==> config.mk <==
export PLATFORM = sky130hd
export DESIGN_NAME = sos_ctrl_module
export DESIGN_NICKNAME = d
export VERILOG_FILES = /design/src/rtl/sos_ctrl_module.sv
export SDC_FILE = /design/constraint.sdc
export NUM_CORES = 1
export LEC_CHECK = 0
export CAP_MARGIN = 20
export CORE_ASPECT_RATIO = 0.7
export CORE_MARGIN = 4
export CORE_UTILIZATION = 60
export DETAILED_ROUTE_END_ITERATION = 12
export GPL_ROUTABILITY_DRIVEN = 1
export PLACE_DENSITY = 0.77
export RECOVER_POWER = 100
export SKIP_LAST_GASP = 1
export SLEW_MARGIN = 20
export SYNTH_ARGS = -nofsm -noshare
export SYNTH_HDL_FRONTEND = slang
export SYNTH_SLANG_ARGS = --single-unit
==> constraint.sdc <==
create_clock -name CLK -period 3.6 [get_ports CLK]
set_input_delay 0.36 -clock CLK [delete_from_list [all_inputs] [get_ports CLK]]
set_output_delay 0.36 -clock CLK [all_outputs]
set_load 0.02 [all_outputs]
==> src/rtl/sos_ctrl_module.sv <==
// Morse "SOS" buzzer sequencer timed from a 1 ms tick derived from CLK.
// Define SOS_REPEAT_EN to loop the word (with a WORD_MS gap) until Stop_Sig.
module sos_ctrl_module #(
    parameter logic [15:0] T1MS    = 16'd49_999,
    parameter logic [9:0]  DOT_MS  = 10'd100,
    parameter logic [9:0]  DASH_MS = 10'd300,
    parameter logic [9:0]  GAP_MS  = 10'd100,
    parameter logic [9:0]  LGAP_MS = 10'd300,
    parameter logic [9:0]  WORD_MS = 10'd700
) (
    input  logic CLK,
    input  logic RST,
    input  logic Start_Sig,
    input  logic Stop_Sig,
    output logic Pin_Out,
    output logic Busy_Sig,
    output logic Done_Sig
);

    localparam int unsigned TICK_W = 16;
    localparam int unsigned MS_W   = 10;
    localparam int unsigned IDX_W  = 4;
    localparam logic [IDX_W-1:0] LAST_IDX = IDX_W'(8);

`ifdef SOS_REPEAT_EN
    typedef enum logic [1:0] {S_IDLE, S_TONE, S_GAP, S_WGAP} state_t;
`else
    typedef enum logic [1:0] {S_IDLE, S_TONE, S_GAP, S_DONE} state_t;
`endif

    state_t            state;
    logic [TICK_W-1:0] Count1;
    logic [MS_W-1:0]   Count_MS;
    logic [IDX_W-1:0]  idx;

    logic              ms_tick_c;
    logic              is_dash_c;
    logic [MS_W-1:0]   phase_len_c;
    logic              phase_end_c;
    logic [TICK_W-1:0] count1_nxt_c;
    logic [MS_W-1:0]   count_ms_nxt_c;

    // Length of the current phase and the free-running tick advance
    always_comb begin
        ms_tick_c   = (Count1 == T1MS);
        is_dash_c   = (idx >= IDX_W'(3)) && (idx <= IDX_W'(5));
        phase_len_c = WORD_MS;
        case (state)
            S_TONE:  phase_len_c = is_dash_c ? DASH_MS : DOT_MS;
            S_GAP:   phase_len_c = ((idx == IDX_W'(2)) || (idx == IDX_W'(5))) ? LGAP_MS : GAP_MS;
            default: phase_len_c = WORD_MS;
        endcase
        // Count_MS counts completed ms, so the last ms of a phase sees len-1
        phase_end_c    = ms_tick_c && (Count_MS == (phase_len_c - MS_W'(1)));
        count1_nxt_c   = ms_tick_c ? '0 : (Count1 + TICK_W'(1));
        count_ms_nxt_c = ms_tick_c ? (Count_MS + MS_W'(1)) : Count_MS;
    end

    always_ff @(posedge CLK or posedge RST) begin
        if (RST) begin
            state    <= S_IDLE;
            Count1   <= '0;
            Count_MS <= '0;
            idx      <= '0;
            Pin_Out  <= 1'b0;
            Busy_Sig <= 1'b0;
            Done_Sig <= 1'b0;
        end else begin
            Done_Sig <= 1'b0;
            if ((state != S_IDLE) && Stop_Sig) begin
                state    <= S_IDLE;
                Count1   <= '0;
                Count_MS <= '0;
                Pin_Out  <= 1'b0;
                Busy_Sig <= 1'b0;
            end else begin
                case (state)
                    S_IDLE: begin
                        Count1   <= '0;
                        Count_MS <= '0;
                        if (Start_Sig && !Stop_Sig) begin
                            state    <= S_TONE;
                            idx      <= '0;
                            Pin_Out  <= 1'b1;
                            Busy_Sig <= 1'b1;
                        end
                    end
                    S_TONE: begin
                        if (phase_end_c) begin
                            Count1   <= '0;
                            Count_MS <= '0;
                            Pin_Out  <= 1'b0;
                            if (idx == LAST_IDX) begin
                                Done_Sig <= 1'b1;
`ifdef SOS_REPEAT_EN
                                state    <= S_WGAP;
`else
                                state    <= S_DONE;
                                Busy_Sig <= 1'b0;
`endif
                            end else begin
                                state <= S_GAP;
                            end
                        end else begin
                            Count1   <= count1_nxt_c;
                            Count_MS <= count_ms_nxt_c;
                        end
                    end
                    S_GAP: begin
                        if (phase_end_c) begin
                            Count1   <= '0;
                            Count_MS <= '0;
                            idx      <= idx + IDX_W'(1);
                            Pin_Out  <= 1'b1;
                            state    <= S_TONE;
                        end else begin
                            Count1   <= count1_nxt_c;
                            Count_MS <= count_ms_nxt_c;
                        end
                    end
`ifdef SOS_REPEAT_EN
                    S_WGAP: begin
                        if (phase_end_c) begin
                            Count1   <= '0;
                            Count_MS <= '0;
                            idx      <= '0;
                            Pin_Out  <= 1'b1;
                            state    <= S_TONE;
                        end else begin
                            Count1   <= count1_nxt_c;
                            Count_MS <= count_ms_nxt_c;
                        end
                    end
`else
                    S_DONE: begin
                        Count1   <= '0;
                        Count_MS <= '0;
                        state    <= S_IDLE;
                    end
`endif
                    default: state <= S_IDLE;
                endcase
            end
        end
    end

endmodule

# Yosys cells after proc, flatten, opt, wreduce, memory -nomap -nowiden
# Index checks and enable logic that the tools add are counted.
[word_totals] ff_bits=35 inputBits=4 output_inout_bits=3 wordCells=79
[op_classes] addsub=4 order_cmp=2 eq_ne=15 n_mux=33 bitwise=1 n_reduce_logical=17
[op_table] cell="2-to-1 mux 16 bit" count=3
[op_table] cell="one-hot mux 10 bit (2 select lines)" count=2
[op_table] cell="one-hot mux 16 bit (2 select lines)" count=1
[op_table] cell="2-to-1 mux 10 bit" count=3
[op_table] cell="2-to-1 mux 9 bit" count=2
[op_table] cell="adder 16 x 1 -> 16 bit, second input constant" count=1
[op_table] cell="== test 16 bit, second input constant" count=1
[op_table] cell="2-to-1 mux 1 bit" count=12
[op_table] cell="!= test 3 bit, second input constant" count=4
[op_table] cell="AND reduction 4 bit" count=3
[op_table] cell="adder 10 x 1 -> 10 bit, second input constant" count=1
[op_table] cell="== test 10 bit" count=1
[op_table] cell="subtractor 10 x 1 -> 10 bit, second input constant" count=1
[op_table] cell="2-to-1 mux 2 bit" count=4
[op_table] cell="2-to-1 mux 4 bit" count=2
[op_table] cell="one-hot mux 2 bit (4 select lines)" count=1
[op_table] cell="one-hot mux 4 bit (2 select lines)" count=1
[op_table] cell="adder 4 x 1 -> 4 bit, second input constant" count=1
[op_table] cell="== test 2 bit, second input constant" count=2
[op_table] cell="== test 4 x 2 -> 1 bit, second input constant" count=1
[op_table] cell="== test 4 x 3 -> 1 bit, second input constant" count=1
[op_table] cell="== test 4 bit, second input constant" count=1
[op_table] cell=">= comparator 4 x 2 -> 1 bit, second input constant" count=1
[op_table] cell="less-or-equal comparator 4 x 3 -> 1 bit, second input constant" count=1
[op_table] cell="15 further kinds" count=21

# Logic depth before layout (Yosys ltp)
# Gate-level depths: netlist of the first run.
[logic_depth] word_depth=10 mapped_depth=10

# Least setup slack after synthesis of the first run
# Ideal clock, no wire load.
[synth_timing] path_type="register -> register" from="reg state[1]" to="reg Count_MS[8]" setup_ns=0.143 arrival_time_ns=2.516 required_ns=3.457 slack_ns=0.941 stages_incl_launch_ff=11 path_buffers=2 period_less_slack_ns=2.659 cell_sequence="dfrtp_1 > inv_1 > ha_1 > clkbuf_1 > or4b_2 > nand2_1 > nand3_1 > a2111oi_4 > buf_6 > a2bb2oi_2 > o41ai_1"
[synth_between] elab_chain_cells=8 word_cells_on_any_way=16 cone_classes="add/sub: 1; eq/ne: 5; mux: 4; reduce/logical: 6"
[synth_lines] element="start: declaration" line_no="31" text="state_t state;"
[synth_lines] element="start signal: assignment" line_no="61" text="state <= S_IDLE;"
[synth_lines] element="start signal: assignment" line_no="71" text="state <= S_IDLE;"
[synth_lines] element="start signal: assignment" line_no="82" text="state <= S_TONE;"
[synth_lines] element="== test 2 bit or == test 2 x 1 -> 1 bit (tied branches)" line_no="48, 77"
[synth_lines] element="one-hot mux 10 bit (2 select lines)" line_no="48" text="case (state)"
[synth_lines] element="subtractor 10 x 1 -> 10 bit" line_no="54" text="phase_end_c = ms_tick_c && (Count_MS == (phase_len_c - MS_W'(1)));"
[synth_lines] element="== test 10 bit" line_no="54"
[synth_lines] element="logical AND 1 bit" line_no="54"
[synth_lines] element="2-to-1 mux 10 bit" line_no="89, 110"
[synth_lines] element="one-hot mux 10 bit (2 select lines)" line_no="77" text="case (state)"
[synth_lines] element="2-to-1 mux 10 bit" line_no="70" text="if ((state != S_IDLE) && Stop_Sig) begin"
[synth_lines] element="end signal: assignment" line_no="106" text="Count_MS <= count_ms_nxt_c;"
[synth_lines] element="end signal: assignment" line_no="118" text="Count_MS <= count_ms_nxt_c;"
[synth_lines] element="end: declaration" line_no="33" text="logic [MS_W-1:0] Count_MS;"
# Parallel ways exist; a longest one is shown, timed or not.
# A chain may end at the register's enable or synchronous reset.

# Worst setup path after layout of the first run
[layout_timing] from="reg state[1]" to="reg Count_MS[9]"
# The elaborated chain is that of the path after synthesis.

==> flow_metrics.env, run 1 <==
export IMPL_cts_root_buf="clkbuf_8"
export IMPL_synth_edff_count=0
export IMPL_outcome="finished, violations left"
export IMPL_cts_resized=0
export IMPL_whs_ns=0.4595
export IMPL_ir_drop_mv=0.2832
export IMPL_crit_required_ns=3.77
export IMPL_violations="max-capacitance violations, max-slew violations"
export IMPL_synth_compound_area_share=0.1469
export IMPL_synth_xor_area_share=0.05603
export IMPL_post_cts_buffers=0
export IMPL_finalHoldViolCount=0
export IMPL_final_max_slew_viol_count=36
export IMPL_die_width_um=80.18
export IMPL_synth_top_family_by_area="simple AND/OR/NAND/NOR gates"
export IMPL_worstMarginPinSlew_ns=1.839
export IMPL_worstHoldStart="Count1[0]"
export IMPL_cap_viol_max_count=1
export IMPL_dr_wl_met3_um=253
export IMPL_syn_inst=243
export IMPL_clk_latency_ns=0.29
export IMPL_grt_ovfl_total=0
export IMPL_slowest_delay_ns=0.61
export IMPL_slew_headroom=-0.2257
export IMPL_io_buffers=6
export IMPL_synth_async_reset_ratio=1.000
export IMPL_ios=7
export IMPL_grt_pass1_wl_um=7569
export IMPL_reg2reg_slack_ns=0.51
export IMPL_reg2reg_from="state[1]"
export IMPL_grt_pass1_vias=1573
export IMPL_synth_cell_type_count=50
export IMPL_num_nets_final=263
export IMPL_hold_depth=1
export IMPL_seq_area_frac_synth=0.4002
export IMPL_h_tree_depth=2
export IMPL_holdCritPathClass="reg -> reg"
export IMPL_grt_setup_unrepaired="false"
export IMPL_crit_type="reg -> reg"
export IMPL_p_leak_uw=0.001033
export IMPL_netlist_area_sq_um=2188
export IMPL_path_clk_slew_ns=0.07
export IMPL_worst_path_max_delay_cell="or4b_2"
export IMPL_muxShareOfSynthArea=0.009148
export IMPL_p_per_area_nw_per_um2=438.0
export IMPL_grt_start_max_net_pins=36
export IMPL_fin_crit_ns=3.093
export IMPL_drc=0
export IMPL_yosys_register_bits=35
export IMPL_antenna_found_initial=0
export IMPL_fmax_mhz=323.3
export IMPL_core_area_sq_um=3513
export IMPL_cts_made_buffers=5
export IMPL_reg2regPathDepth=9
export IMPL_ant_nets=0
export IMPL_synth_simple_area_share=0.2973
export IMPL_die_area_sq_um=4693
export IMPL_cp_max_fo=10
export IMPL_area_delta_synth_final_pct=8.748
export IMPL_cp_end_kind="register"
export IMPL_layout_drive_gt1_share=0.06800
export IMPL_fin_crit_sh=0.8592
export IMPL_syn_nets=257
export IMPL_hpwl_um=3232
export IMPL_wl_um=4496
export IMPL_arrival_ns=3.26
export IMPL_wl_met2_um=1731
export IMPL_synthAdderAreaFrac=0.05718
export IMPL_finalSetupTns_ns=0
export IMPL_finClkSkew_ns=0.004831
export IMPL_post_route_util=0.6774
export IMPL_dr_max_layer_used="met4"
export IMPL_die_h_um=58.53
export IMPL_yosys_warnings=0
export IMPL_synth_ff_type="dfrtp_1"
export IMPL_clk_path_buf_depth=2
export IMPL_cts_tree="done"
export IMPL_setup_viol=0
export IMPL_syn_avg_cell_area_sq_um=9.006
export IMPL_track_usage=0.2105
export IMPL_gp_congestion=0.8863
export IMPL_wl_met1_um=2452
export IMPL_routedWlPerCell_um=14.99
export IMPL_r2r_end="Count_MS[9]"
export IMPL_hold_buffers=0
export IMPL_clkSinkCount=35
export IMPL_drt_iter0_markers=204
export IMPL_rows=18
export IMPL_start_util=0.6229
export IMPL_via_count=1757
export IMPL_avgViaCountPerCell=5.857
export IMPL_drt_first_pass_iters=4
export IMPL_path_cells="inv_1 > ha_1 > or4b_2 > nand2_1 > nand3_1 > a2111oi_4 > buf_4 > nand2b_1 > o21ai_0"
export IMPL_min_to="Count1[0]"
export IMPL_num_antenna_cells=0
export IMPL_start_kind="register"
## Yosys cell counts (all sizes together), types with 2 or more instances
cell type	n	area, sq um
o211ai	3	22.52
nand3	20	100.1
nand2	28	105.1
mux2i	2	20.02
nand4	4	25.02
xnor2	7	61.31
ha	10	125.1
nand4b	3	26.28
a21oi	10	50.05
nand2b	3	18.77
dfrtp	35	875.8
nor2b	4	25.02
o2bb2ai	2	17.52
or4b	2	23.77
nor4	6	52.55
o41ai	2	17.52
xor2	7	61.31
and3	11	68.82
o21ai	12	60.06
clkbuf	7	26.28
inv	8	30.03
buf	2	16.26
a211o	3	26.28
or3	3	18.77
nor2	26	97.59
a2111oi	2	36.29
o21ba	2	20.02
## metrics by stage
step                      power (uW)  cells  setup WS, ns  area (sq um)
after floorplan                655.0    243        0.9410          2188
after global placement         734.5    292        0.6575          2283
after detailed placement       737.3    292        0.5471          2283
after CTS                       1049    300        0.5280          2384
after global routing            1102    300        0.2775          2380
final                           1042    300        0.5068          2380
## cell families (layout without fill, tap and decap cells)
logic type                 after synthesis  in the layout
buffers and inverters                   17             24
muxes                                    2              2
DFF                                     35             35
AOI/OAI and AO/OA                       44             44
adders and majority gates               10             10
xor gates and xnor gates                14             14
and+or+nand+nor                        121            121
## layout make-up
| type | instances | area, sq um |
|---|---|---|
| Fill cell | 269 | 1134 |
| Sequential cell | 35 | 875.8 |
| Inverter | 8 | 30.03 |
| Clock buffer | 8 | 100.1 |
| Tap cell | 50 | 62.56 |
| Multi-Input combinational cell | 191 | 1240 |
| Timing Repair Buffer | 8 | 71.32 |
## worst max-delay path by stage
stage                  start     endpoint  slack, ns  depth (start not counted)
global placement    state[1]  Count_MS[8]       0.66                          9
floorplan           state[1]  Count_MS[8]       0.94                         10
detailed placement  state[1]  Count_MS[9]       0.55                          9
finish              state[1]  Count_MS[9]       0.51                          9
CTS                 state[1]  Count_MS[4]       0.53                          9
global route        state[1]  Count_MS[4]       0.28                          9
## routing by layer
metal | vias to the layer above | GRT usage
li1 | 885 | -
met1 | 823 | 0.3452
met2 | 40 | 0.2712
met3 | 9 | 0.04587
met4 | 0 | 0.06265
met5 | - | 0
## worst max-delay path, delay by kind of cell, from the launching register on
family	cells	cell delay, ns
buffers and inverters	2	0.39
AO/OA/AOI/OAI	2	0.62
AND/OR/NAND/NOR	4	1.09
flip-flops	1	0.44
adder cells (fa/ha/maj)	1	0.44
## registers in the layout, summed over array words and instances (netlist names)
register and count:
Pin_Out 1, idx 4, Count_MS 10, Busy_Sig 1
Count1 16, Done_Sig 1, state 2
## where the power goes
group          switching, uW  internal [uW]
clock network            139            175
registers               21.7            421
logic                    198           88.7
total                    358            684
## cells in the final DEF (no fill, tap or decap), types with 2 or more instances in the layout
| cell type | Yosys | layout |
|---|---|---|
| o21ai_0 | 12 | 12 |
| clkbuf_1 | 7 | 2 |
| dlygate4sd3_1 | 0 | 4 |
| ha_1 | 10 | 10 |
| mux2i_1 | 2 | 2 |
| o21ba_2 | 2 | 2 |
| clkbuf_8 | 0 | 7 |
| nand2_1 | 28 | 28 |
| dfrtp_1 | 35 | 35 |
| inv_1 | 8 | 8 |
| and3_1 | 11 | 11 |
| a211o_1 | 3 | 3 |
| a21oi_1 | 10 | 10 |
| o2bb2ai_1 | 2 | 2 |
| nand4b_1 | 3 | 3 |
| xor2_1 | 7 | 7 |
| nand4_1 | 4 | 4 |
| or3_1 | 3 | 3 |
| xnor2_1 | 7 | 7 |
| o41ai_1 | 2 | 2 |
| nor2_1 | 26 | 26 |
| clkdlybuf4s50_1 | 0 | 2 |
| nand2b_1 | 3 | 3 |
| nand3_1 | 20 | 20 |
| nor4_1 | 5 | 5 |
| nor2b_1 | 4 | 4 |
| o211ai_1 | 3 | 3 |
Note: power is estimated with default switching activity, not from simulation.
==> inputs of run 2 (changes only) <==
--- a/config.mk
+++ b/config.mk
@@ -11,6 +11,7 @@
 export CORE_UTILIZATION = 60
 export DETAILED_ROUTE_END_ITERATION = 12
 export GPL_ROUTABILITY_DRIVEN = 1
+export HOLD_SLACK_MARGIN = 0.1
 export PLACE_DENSITY = 0.77
 export RECOVER_POWER = 100
 export SKIP_LAST_GASP = 1
==> results of run 2 <==
The final DEF is identical to that of run 1; final timing and power are the same.
